$ cat config.mk
export PLATFORM = sky130hd
export DESIGN_NAME = thread_scheduler_flat
export DESIGN_NICKNAME = d
export VERILOG_FILES = /design/src/rtl/thread_scheduler_if.sv /design/src/rtl/thread_scheduler.sv /design/src/flat_wrapper.sv
export SDC_FILE = /design/constraint.sdc
export NUM_CORES = 1
export LEC_CHECK = 0
export CAP_MARGIN = 40
export CORE_UTILIZATION = 50
export DETAILED_ROUTE_END_ITERATION = 8
export GPL_ROUTABILITY_DRIVEN = 0
export PLACE_DENSITY = 0.86
export SETUP_SLACK_MARGIN = 0.4
export SLEW_MARGIN = 20
export SYNTH_ARGS = -nofsm -noshare
export SYNTH_HDL_FRONTEND = slang
export SYNTH_SLANG_ARGS = --single-unit
export TNS_END_PERCENT = 1
$ cat constraint.sdc
create_clock -name clk -period 2.75 [get_ports clk]
set_input_delay 0.6875 -clock clk [delete_from_list [all_inputs] [get_ports clk]]
set_output_delay 0.6875 -clock clk [all_outputs]
set_load 0.05 [all_outputs]
$ cat src/rtl/thread_scheduler_if.sv
// Fetch-scheduler bundle: front-end events and run mask in, thread grant and status out.
interface thread_scheduler_if #(
   parameter int unsigned N_THREADS = 4,
   parameter int unsigned TW        = $clog2(N_THREADS),
   parameter int unsigned CW        = 16
);
   logic                 if_stall;
   logic [N_THREADS-1:0] thread_enable;
   logic                 icache_miss_valid;
   logic [TW-1:0]        icache_miss_thread;
   logic                 icache_fill_valid;
   logic [TW-1:0]        icache_fill_thread;
   logic                 itlb_miss_valid;
   logic [TW-1:0]        itlb_miss_thread;
   logic                 tlbwrite_valid;
   logic [TW-1:0]        tlbwrite_thread;
   logic                 fetch_valid;
   logic [TW-1:0]        fetch_thread;
   logic [N_THREADS-1:0] blocked;
   logic [CW-1:0]        idle_count;

   modport master (
      output if_stall, thread_enable,
      output icache_miss_valid, icache_miss_thread, icache_fill_valid, icache_fill_thread,
      output itlb_miss_valid, itlb_miss_thread, tlbwrite_valid, tlbwrite_thread,
      input  fetch_valid, fetch_thread, blocked, idle_count
   );

   modport slave (
      input  if_stall, thread_enable,
      input  icache_miss_valid, icache_miss_thread, icache_fill_valid, icache_fill_thread,
      input  itlb_miss_valid, itlb_miss_thread, tlbwrite_valid, tlbwrite_thread,
      output fetch_valid, fetch_thread, blocked, idle_count
   );
endinterface

$ cat src/rtl/thread_scheduler.sv
// Round-robin fetch-thread scheduler: per-thread miss/wait FSMs, circular grant
// from the last granted thread, selection held on front-end stall.
module thread_scheduler #(
   parameter int unsigned N_THREADS = 4,
   parameter int unsigned TW        = $clog2(N_THREADS),
   parameter int unsigned CW        = 16
) (
   input logic               clk,
   input logic               rst,
   thread_scheduler_if.slave bus
);
   typedef enum logic [1:0] {READY, WAIT_IC, WAIT_TLB} state_e;

   state_e               state_q [N_THREADS];
   state_e               state_d [N_THREADS];
   logic [N_THREADS-1:0] eligible;
   logic [N_THREADS-1:0] blocked;
   logic [TW-1:0]        cand;
   logic                 grant_valid;
   logic [TW-1:0]        grant_id;

   logic                 fetch_valid_q, fetch_valid_d;
   logic [TW-1:0]        fetch_thread_q, fetch_thread_d;
   logic [TW-1:0]        ptr_q, ptr_d;
   logic [CW-1:0]        idle_q, idle_d;

   // ITLB miss beats I-cache miss beats release; an I-cache miss never demotes WAIT_TLB.
   always_comb begin
      eligible = '0;
      for (int unsigned k = 0; k < N_THREADS; k++) begin
         state_d[k] = state_q[k];
         if (bus.itlb_miss_valid && bus.itlb_miss_thread == TW'(k)) begin
            state_d[k] = WAIT_TLB;
         end else if (bus.icache_miss_valid && bus.icache_miss_thread == TW'(k)) begin
            if (state_q[k] != WAIT_TLB) state_d[k] = WAIT_IC;
         end else if (state_q[k] == WAIT_IC && bus.icache_fill_valid &&
                      bus.icache_fill_thread == TW'(k)) begin
            state_d[k] = READY;
         end else if (state_q[k] == WAIT_TLB && bus.tlbwrite_valid &&
                      bus.tlbwrite_thread == TW'(k)) begin
            state_d[k] = READY;
         end
         eligible[k] = (state_d[k] == READY) && bus.thread_enable[k];
      end
   end

   // Offset N_THREADS wraps to ptr itself, so a lone eligible ptr thread is re-granted.
   always_comb begin
      grant_valid = 1'b0;
      grant_id    = ptr_q;
      cand        = '0;
      for (int unsigned i = 1; i <= N_THREADS; i++) begin
         cand = ptr_q + TW'(i);
         if (!grant_valid && eligible[cand]) begin
            grant_valid = 1'b1;
            grant_id    = cand;
         end
      end
   end

   always_comb begin
      fetch_valid_d  = fetch_valid_q;
      fetch_thread_d = fetch_thread_q;
      ptr_d          = ptr_q;
      idle_d         = idle_q;
      if (!bus.if_stall) begin
         fetch_valid_d = grant_valid;
         if (grant_valid) begin
            fetch_thread_d = grant_id;
            ptr_d          = grant_id;
         end else if (idle_q != '1) begin
            idle_d = idle_q + CW'(1);
         end
      end
   end

   always_ff @(posedge clk or negedge rst) begin
      if (!rst) begin
         for (int unsigned k = 0; k < N_THREADS; k++) state_q[k] <= READY;
         fetch_valid_q  <= 1'b0;
         fetch_thread_q <= '0;
         ptr_q          <= TW'(N_THREADS - 1);
         idle_q         <= '0;
      end else begin
         for (int unsigned k = 0; k < N_THREADS; k++) state_q[k] <= state_d[k];
         fetch_valid_q  <= fetch_valid_d;
         fetch_thread_q <= fetch_thread_d;
         ptr_q          <= ptr_d;
         idle_q         <= idle_d;
      end
   end

   always_comb begin
      blocked = '0;
      for (int unsigned k = 0; k < N_THREADS; k++) blocked[k] = (state_q[k] != READY);
   end

   assign bus.fetch_valid  = fetch_valid_q;
   assign bus.fetch_thread = fetch_thread_q;
   assign bus.blocked      = blocked;
   assign bus.idle_count   = idle_q;
endmodule

$ cat src/flat_wrapper.sv
// flat-port wrapper written by rule: the top's interface ports become plain ports
module thread_scheduler_flat 
#(
   parameter int unsigned N_THREADS = 4,
   parameter int unsigned TW        = $clog2(N_THREADS),
   parameter int unsigned CW        = 16
)
  (clk, rst, bus_if_stall, bus_thread_enable, bus_icache_miss_valid, bus_icache_miss_thread, bus_icache_fill_valid, bus_icache_fill_thread, bus_itlb_miss_valid, bus_itlb_miss_thread, bus_tlbwrite_valid, bus_tlbwrite_thread, bus_fetch_valid, bus_fetch_thread, bus_blocked, bus_idle_count);
  thread_scheduler_if #(.N_THREADS(N_THREADS), .TW(TW), .CW(CW)) bus_i ();
  input logic clk;
  input logic rst;
  input wire logic [$bits(bus_i.if_stall)-1:0] bus_if_stall;
  input wire logic [$bits(bus_i.thread_enable)-1:0] bus_thread_enable;
  input wire logic [$bits(bus_i.icache_miss_valid)-1:0] bus_icache_miss_valid;
  input wire logic [$bits(bus_i.icache_miss_thread)-1:0] bus_icache_miss_thread;
  input wire logic [$bits(bus_i.icache_fill_valid)-1:0] bus_icache_fill_valid;
  input wire logic [$bits(bus_i.icache_fill_thread)-1:0] bus_icache_fill_thread;
  input wire logic [$bits(bus_i.itlb_miss_valid)-1:0] bus_itlb_miss_valid;
  input wire logic [$bits(bus_i.itlb_miss_thread)-1:0] bus_itlb_miss_thread;
  input wire logic [$bits(bus_i.tlbwrite_valid)-1:0] bus_tlbwrite_valid;
  input wire logic [$bits(bus_i.tlbwrite_thread)-1:0] bus_tlbwrite_thread;
  output wire logic [$bits(bus_i.fetch_valid)-1:0] bus_fetch_valid;
  output wire logic [$bits(bus_i.fetch_thread)-1:0] bus_fetch_thread;
  output wire logic [$bits(bus_i.blocked)-1:0] bus_blocked;
  output wire logic [$bits(bus_i.idle_count)-1:0] bus_idle_count;
  assign bus_i.if_stall = bus_if_stall;
  assign bus_i.thread_enable = bus_thread_enable;
  assign bus_i.icache_miss_valid = bus_icache_miss_valid;
  assign bus_i.icache_miss_thread = bus_icache_miss_thread;
  assign bus_i.icache_fill_valid = bus_icache_fill_valid;
  assign bus_i.icache_fill_thread = bus_icache_fill_thread;
  assign bus_i.itlb_miss_valid = bus_itlb_miss_valid;
  assign bus_i.itlb_miss_thread = bus_itlb_miss_thread;
  assign bus_i.tlbwrite_valid = bus_tlbwrite_valid;
  assign bus_i.tlbwrite_thread = bus_tlbwrite_thread;
  assign bus_fetch_valid = bus_i.fetch_valid;
  assign bus_fetch_thread = bus_i.fetch_thread;
  assign bus_blocked = bus_i.blocked;
  assign bus_idle_count = bus_i.idle_count;
  thread_scheduler #(.N_THREADS(N_THREADS), .TW(TW), .CW(CW)) u_core (.clk(clk), .rst(rst), .bus(bus_i));
endmodule
# [Word level (Yosys, flattened, before mapping)]
# Index checks and enable logic that the tools add are counted.
[op_classes] n_eq_ne=25 multipliers=0 n_lt_le_gt_ge=4 add_sub_neg=4 muxes=36 n_div=0 n_bitwise=2 shift=0 n_reduce_logical=48
[ops] op="$mux 2" n=24
[ops] op="$logic_and 1x1->1" n=31
[ops] op="$eq 2x2->1 const B" n=12
[ops] op="$add 16x1->16 const B" n=1
[ops] op="$eq 2x1->1 const B" n=8
[ops] op="$logic_not 2->1" n=8
[ops] op="$ne 16x16->1 const B" n=1
[ops] op="$lt 2x3->1 const B" n=4
[ops] op="$bmux 1 s2" n=4
[ops] op="$mux 1" n=8
[ops] op="$ne 2x2->1 const B" n=4
[ops] op="$reduce_bool 2->1" n=4
[ops] op="$add 2x2->2 const B" n=2
[ops] op="$logic_not 1->1" n=3
[ops] op="$reduce_and 3->1" n=1
[ops] op="$add 2x1->2 const B" n=1
[ops] op="$not 1->1" n=2
[ops] op="$reduce_and 2->1" n=1
[totals] out_inout_bits=23 n_memories=0 latchBits=0 rom_bits=0 mem_bits_rw=0 regBits=29 wordCells=127 in_bits=19

# [Depth between registers and ports, before layout]
# Gate-level depths: netlist of the first run.
[depth] depth_word=23 depth_mapped=9 depth_no_buf=7

# [Worst setup path before layout of the first run]
# No wires, ideal clock.
[synth_timing] kind="input to register" startpoint="input bus_icache_fill_thread[1]" endpoint="register u_core.idle_q[1] (netlist: u_core.bus.idle_count[1])" setup_time_ps=125 path_buffers=2 arrival_time_ps=2442 slack_ps=183 stages=8 cell_sequence="or4b_1 -> a22oi_1 -> nand4_2 -> nand2_2 -> or4_4 -> buf_6 -> buf_12 -> mux2_2"
[synth_between] elab_chain_cells=21 elab_cells_between_ends=48 classes_between="3 x eq/ne; 24 x mux; 1 x bitwise; 20 x reduce/logical"
[synth_lines] item="start, declared" line="flat_wrapper.sv:17" text="input wire logic [$bits(bus_i.icache_fill_thread)-1:0] bus_icache_fill_thread;"
[synth_lines] item="$eq 2x1->1 (tied with other cells)" line="thread_scheduler.sv:37" text="bus.icache_fill_thread == TW'(k)) begin"
[synth_lines] item="$logic_and 1x1->1" line="thread_scheduler.sv:36" text="end else if (state_q[k] == WAIT_IC && bus.icache_fill_valid &&"
[synth_lines] item="$mux 2" line="thread_scheduler.sv:36"
[synth_lines] item="$mux 2" line="thread_scheduler.sv:34" text="end else if (bus.icache_miss_valid && bus.icache_miss_thread == TW'(k)) begin"
[synth_lines] item="$mux 2" line="thread_scheduler.sv:32" text="if (bus.itlb_miss_valid && bus.itlb_miss_thread == TW'(k)) begin"
[synth_lines] item="$logic_not 2->1" line="thread_scheduler.sv:43" text="eligible[k] = (state_d[k] == READY) && bus.thread_enable[k];"
[synth_lines] item="$logic_and 1x1->1" line="thread_scheduler.sv:43"
[synth_lines] item="$bmux 1 s2" line="thread_scheduler.sv:54" text="if (!grant_valid && eligible[cand]) begin"
[synth_lines] item="[5 not listed]"
[synth_lines] item="$logic_not 1->1" line="thread_scheduler.sv:54"
[synth_lines] item="$logic_and 1x1->1" line="thread_scheduler.sv:54"
[synth_lines] item="$mux 1" line="thread_scheduler.sv:54"
[synth_lines] item="$logic_not 1->1" line="thread_scheduler.sv:54"
[synth_lines] item="$logic_and 1x1->1" line="thread_scheduler.sv:54"
[synth_lines] item="$mux 1 *" line="thread_scheduler.sv:54"
[synth_lines] item="$not 1->1 (no line) *"
[synth_lines] item="$reduce_and 3->1 (no line) *"
[synth_lines] item="end signal, assigned" line="thread_scheduler.sv:89" text="idle_q <= idle_d;"
[synth_lines] item="end, declared" line="thread_scheduler.sv:25" text="logic [CW-1:0] idle_q, idle_d;"
# Every way passes the cells marked *; elsewhere a longest branch is shown, timed or not. The select of a mux whose other input is x is not followed.
# A chain may end at the register's enable or synchronous reset.

# [Worst setup path in the final report of the first run]
[layout_timing] startpoint="register u_core.state_q[0] (netlist bit)" endpoint="output bus_blocked[3]"
[layout_between] elab_chain_cells=1
[layout_lines] item="start, declared" line="thread_scheduler.sv:14" text="state_e state_q [N_THREADS];"
[layout_lines] item="$reduce_bool 2->1" line="thread_scheduler.sv:95" text="for (int unsigned k = 0; k < N_THREADS; k++) blocked[k] = (state_q[k] != READY);"
[layout_lines] item="end, declared" line="flat_wrapper.sv:24" text="output wire logic [$bits(bus_i.blocked)-1:0] bus_blocked;"
# Every way passes these cells.

==> results.json, run 1 <==
{
  "max_cap_violations": 0,
  "numCtsBuffers": 5,
  "ys_ff_latch": 29,
  "grt-ovfl-total": 0,
  "synth_area_sq_mm": 0.00184,
  "antenna_found_initial": 0,
  "tightest_slew_ns": 0.538,
  "cp_data_arrival_time_ns": 1.71,
  "post-route-period-util_pct": 87.2,
  "place_area_sq_mm": 0.00246,
  "insertion_delay_ns": 0.29,
  "clock_sink_count": 29,
  "pwr-share-seq_pct": 30.1,
  "path_class": "reg -> out",
  "wl_met2_mm": 2.43,
  "irDropWorstVdd_mv": 0.932,
  "grt_pass1_vias": 1729,
  "finalInstanceArea_sq_mm": 0.00277,
  "vias_per_cell": 5.70,
  "drt-initial-drc-count": 89,
  "multi_input_area_sq_mm": 0.00122,
  "netlist-cell-type-count": 60,
  "netlist_instances": 175,
  "setup_slack_ns": 0.353,
  "clk_pin_slew_ns": 0.06,
  "grt_pass1_wl_mm": 8.45,
  "grt_max_degree": 30,
  "hold_class": "reg -> reg",
  "clock.fmax_mhz": 417,
  "syn_avg_cell_area_sq_um": 10.5,
  "hold_viol_final": 0,
  "dieArea_sq_mm": 0.00393,
  "drive_above_1_share_pct": 40.6,
  "ys.flop_type": "dfrtp_1",
  "status": "finished, final reports clean",
  "rows": 21,
  "yosys-top-cells-area": "dfrtp_1 (37%), xor2_1 (4.3%), nand2_1 (3.3%)",
  "via_count": 1693,
  "seq_area_sq_um": 728,
  "wl_met1_mm": 2.24,
  "rsz0062_at_grt": "yes",
  "cts-root-buf": "clkbuf_8",
  "diodes": 0,
  "setup_viol": 0,
  "die_y_microns": 62.7,
  "firstDrtPassIters": 4,
  "synthArstFlopShare_pct": 100,
  "max_slew_margin_pct": 64.1,
  "path_max_fanout": 4,
  "swShare_pct": 44.8,
  "cts_buffer_depth": 2,
  "drc": 0,
  "report.final.slew_viol_count": 0,
  "final_cell_mix": "clkdlybuf4s50_1 (27), dfrtp_1 (27), buf_4 (25)",
  "hpwl_mm": 3.05,
  "port_buffers": 41,
  "cts_tree": "done",
  "nets": 270,
  "initial_core_util_pct": 53.5,
  "fill_cells": 213,
  "cp.required_ns": 2.06,
  "p_int_mw": 1.29,
  "areaGrowthSynthToFinish_pct": 50.6,
  "p_comb_share_pct": 53.1,
  "wl_per_cell_microns": 16.9,
  "grt_use_total_pct": 27.9,
  "synth_top_area_share_pct": 36.7,
  "endpoint_kind": "primary output",
  "power_density_mw_per_mm2": 844,
  "synth_nets": 195,
  "yosysWarnings": 0,
  "yosysTopAreaCell": "dfrtp_1",
  "ys_seq_area_share_pct": 39.6,
  "io_pins": 42,
  "cp-start-kind": "flip-flop",
  "p_leak_nw": 1.24,
  "wl_met3_microns": 245,
  "switchingPower_mw": 1.05,
  "ant_nets": 0,
  "synth-edff-count": 0,
  "finalCriticalPeriod_ns": 2.40,
  "die_w_microns": 62.7,
  "clkPwrFrac_pct": 16.8,
  "fin_worst_skew_ns": 0.00640,
  "wirelength_mm": 5.01,
  "place_ws_ns": -0.411,
  "ctsHtreeMaxLevel": 2,
  "core-area_sq_mm": 0.00344,
  "top_layer": "met4"
}
[flip-flops by register name, indices dropped and copies added, names as in the netlist]
| name | cells |
|---|---|
| u_core.state_q | 8 |
| u_core.bus.idle_count | 16 |
| u_core.bus.fetch_valid | 1 |
| u_core.ptr_q | 2 |
| u_core.bus.fetch_thread | 2 |
[final timing paths]
kind | startpoint | endpoint | slack (ns) | cells past startpoint
worst min-delay path | u_core.bus.fetch_thread[1]$_DFFE_PN0P_ | u_core.bus.fetch_thread[1]$_DFFE_PN0P_ | 0.48 | 1
max in group asynchronous | rst | u_core.ptr_q[1]$_DFFE_PN1P_ | 1.65 | 2
worst max register to register | u_core.bus.idle_count[7]$_DFFE_PN0P_ | u_core.bus.idle_count[13]$_DFFE_PN0P_ | 0.43 | 7
worst max-delay path | u_core.state_q[0]$_DFF_PN0_ | bus_blocked[3] | 0.35 | 2
min in group asynchronous | rst | u_core.bus.fetch_thread[0]$_DFFE_PN0P_ | 0.79 | 2
worst min register to register | u_core.bus.fetch_thread[1]$_DFFE_PN0P_ | u_core.bus.fetch_thread[1]$_DFFE_PN0P_ | 0.48 | 1
[final cells by class]
| class | count | area share (%) |
|---|---|---|
| clock inverter | 1 | 0.181 |
| multi-input combinational | 133 | 44.2 |
| clock buffer | 7 | 3.47 |
| inverter | 10 | 1.35 |
| timing repair buffer | 71 | 22.5 |
| tap | 46 | 2.08 |
| sequential | 29 | 26.3 |
[critical path, stage by stage, from the launching register on]
cell	delay, ns
dfrtp_1	0.42
or2_2	0.30
clkdlybuf4s50_1	0.70
[repair_timing]
action,4_1_cts,5_1_grt
gates resized for setup,77,6
endpoints found under the hold margin,0,0
setup buffers,5,1
hold buffers,0,0
setup endpoints to repair,25,21
cloned,1,0
pin swaps,26,13
[logic make-up after synthesis]
| logic type | share of synthesized area [%] |
|---|---|
| and+or+nand+nor | 35.6 |
| DFF | 39.6 |
| AOI/OAI and AO/OA | 11.6 |
| xor gates and xnor gates | 6.66 |
| buffers and inverters | 4.15 |
| muxes | 1.77 |
| adders and majority gates | 0.680 |
[power by group through the flow]
stage,sequential (mW),clock [mW],combinational (mW)
2_1_floorplan,0.896,0,0.517
3_3_place_gp,0.685,0,1.08
3_5_place_dp,0.692,0,1.09
4_1_cts,0.695,0.403,1.21
5_1_grt,0.723,0.419,1.31
6_report,0.704,0.394,1.24
[cells in the mapped netlist (all sizes together) (2+ instances only)]
master / n
a21o: 2
a22oi: 5
and3: 4
and3b: 2
and4: 2
buf: 2
clkbuf: 2
dfrtp: 27
dfstp: 2
inv: 10
mux2: 2
nand2: 18
nand3: 8
nand3b: 2
nand4: 4
nand4b: 4
nand4bb: 3
nor2: 10
nor2b: 3
nor3: 7
nor4: 5
o211ai: 4
o21ai: 5
o311ai: 2
or2: 5
or4: 2
or4b: 2
xnor2: 5
xor2: 9
[metal layers]
layer  track usage (%)  up-vias
met4              11.3        0
met2              46.9       55
li1                  -      800
met3              6.02        8
met1              34.6      830
met5                 0        -
[through the flow]
step	std cells	hold WS (ns)	setup TNS, ns	util, %	total power [mW]
global route	297	0.514	0	80.6	2.45
CTS	296	0.486	0	79.9	2.31
finish	297	0.483	0	80.6	2.34
global placement	282	0.464	-5.34	71.5	1.76
detailed placement	282	0.472	-6.10	71.5	1.79
floorplan	175	0.392	0	-	1.41
Power figures use the tool's default switching activity.
==> inputs of run 2 (changes only) <==
- CORE_UTILIZATION: 50 -> 53
- CTS_CLUSTER_DIAMETER: unset -> 200
- DONT_BUFFER_PORTS: unset -> 1
- PLACE_DENSITY: 0.86 -> 0.74
==> results.json, run 2 (synthesis gave the netlist of run 1 again) <==
{
  "status": "finished, final reports clean",
  "multi_input_area_sq_mm": 0.00105,
  "layout_commonest_cell": "dfrtp_1",
  "grt_pass1_vias": 1374,
  "cts-root-buf": "clkbuf_4",
  "drc": 0,
  "reg2reg_slack_ns": 0.45,
  "p_comb_share_pct": 40.9,
  "switchingPower_mw": 0.885,
  "swShare_pct": 48.3,
  "crit_chain": "and3_2, nand2_1, nor3_1, or4_4, buf_4, nor3_4, xor2_1",
  "whs_ns": 0.0246,
  "numCtsBuffers": 5,
  "die_y_microns": 60.9,
  "core-area_sq_mm": 0.00334,
  "setup_viol": 0,
  "tightest_slew_ns": 0.565,
  "path_max_fanout": 14,
  "firstDrtPassIters": 4,
  "seq_area_sq_um": 729,
  "crit_buf_inv": 1,
  "diodes": 0,
  "clk_pin_slew_ns": 0.10,
  "port_buffers": 0,
  "wl_per_cell_microns": 16.2,
  "max_cap_violations": 0,
  "dieArea_sq_mm": 0.00371,
  "grt-ovfl-total": 0,
  "antenna_found_initial": 0,
  "drive_above_1_share_pct": 29.2,
  "grt_use_total_pct": 22.8,
  "post-route-period-util_pct": 83.6,
  "clock.fmax_mhz": 435,
  "hold_viol_final": 0,
  "path_class": "reg -> reg",
  "ctsHtreeMaxLevel": 2,
  "initial_core_util_pct": 55.2,
  "io_pins": 42,
  "rsz0062_at_grt": "yes",
  "grt_max_degree": 30,
  "finalSetupTns_ns": 0,
  "fill_cells": 309,
  "worst_path_max_delay_cell": "dfrtp_1",
  "report.final.slew_viol_count": 0,
  "power_density_mw_per_mm2": 904,
  "cp_data_arrival_time_ns": 2.56,
  "hold_class": "in -> async",
  "drt-initial-drc-count": 47,
  "via_count": 1420,
  "pwr-share-seq_pct": 44.2,
  "largest_reg_flops": 16,
  "rows": 21,
  "reg2reg_depth": 7,
  "p_int_mw": 0.948,
  "cts_tree": "done",
  "grt_pass1_wl_mm": 5.87,
  "r2r_end": "u_core.bus.idle_count[3]$_DFFE_PN0P_",
  "final_cell_mix": "dfrtp_1 (26), nand2_1 (16), buf_4 (13)",
  "endpoint_kind": "flip-flop",
  "irDropWorstVdd_mv": 0.566,
  "cp-start-kind": "flip-flop",
  "insertion_delay_ns": 0.34,
  "slowest_delay_ns": 0.60,
  "clock_sink_count": 29,
  "die_w_microns": 60.9,
  "cts_buffer_depth": 2,
  "vias_per_cell": 5.97,
  "crit_family": "simple AND/OR/NAND/NOR gates",
  "ant_nets": 0,
  "p_leak_nw": 0.893,
  "finalCriticalPeriod_ns": 2.30,
  "nets": 211,
  "reg2reg_from": "u_core.bus.idle_count[11]$_DFFE_PN0P_",
  "max_slew_margin_pct": 62.4,
  "holdBufCountCts": 0,
  "fin_worst_skew_ns": 0.0142,
  "cp.required_ns": 3.01,
  "hpwl_mm": 2.92,
  "areaGrowthSynthToFinish_pct": 10.1,
  "clkPwrFrac_pct": 14.9,
  "wirelength_mm": 3.86
}
-- run 2: area by class of cell --
| cell class | count | share of cell area [%] |
|---|---|---|
| Clock buffer | 8 | 2.90 |
| Inverter | 10 | 1.85 |
| Multi-Input combinational cell | 132 | 51.6 |
| Sequential cell | 29 | 36.0 |
| Tap cell | 46 | 2.84 |
| Timing Repair Buffer | 13 | 4.81 |
-- run 2: power groups by stage --
| stage | logic, mW | clock network (mW) | registers [mW] |
|---|---|---|---|
| after CTS | 0.732 | 0.282 | 0.806 |
| after floorplan | 0.517 | 0 | 0.896 |
| after global placement | 0.707 | 0 | 0.806 |
| final | 0.749 | 0.274 | 0.810 |
| after detailed placement | 0.731 | 0 | 0.812 |
| after global routing | 0.814 | 0.302 | 0.828 |
-- run 2: worst max path at each step --
| stage | startpoint | end | slack [ns] | cells after the start |
|---|---|---|---|---|
| after global placement | bus_icache_miss_thread[1] | u_core.bus.idle_count[13]$_DFFE_PN0P_ | 0.21 | 7 |
| final | u_core.bus.idle_count[11]$_DFFE_PN0P_ | u_core.bus.idle_count[3]$_DFFE_PN0P_ | 0.45 | 7 |
| after CTS | u_core.state_q[7]$_DFF_PN0_ | u_core.bus.idle_count[1]$_DFFE_PN0P_ | 0.41 | 6 |
| after detailed placement | bus_icache_miss_thread[0] | u_core.bus.idle_count[15]$_DFFE_PN0P_ | 0.12 | 7 |
| after floorplan | bus_tlbwrite_thread[1] | u_core.bus.idle_count[1]$_DFFE_PN0P_ | 0.25 | 8 |
| after global routing | u_core.state_q[7]$_DFF_PN0_ | u_core.bus.fetch_thread[0]$_DFFE_PN0P_ | 0.33 | 7 |
-- run 2: metal layers --
metal	track usage (%)	share of wire [%]	wire length (microns)	vias to the layer above
li1	-	-	-	682
met4	9.42	1.1	41	0
met2	41.0	53	2040	49
met1	23.3	38	1470	684
met3	9.38	8.0	309	5
met5	0	0	0	-
-- run 2: metrics by stage --
stage | std cells | utilization, % | cell area (sq um) | setup slack, ns | power [mW]
after floorplan | 175 | - | 1850 | 0.251 | 1.41
after global placement | 226 | 58.0 | 1940 | 0.214 | 1.51
after detailed placement | 226 | 58.0 | 1940 | 0.120 | 1.54
after CTS | 234 | 59.8 | 2000 | 0.414 | 1.82
after global routing | 238 | 60.7 | 2030 | 0.328 | 1.94
final | 238 | 60.7 | 2030 | 0.451 | 1.83
-- run 2: repair_timing --
| item | 4_1_cts | 5_1_grt |
|---|---|---|
| resized for setup | 0 | 1 |
| buffers inserted | 0 | 4 |
| endpoints found under the setup margin | 0 | 11 |
| endpoints found under the hold margin | 0 | 0 |
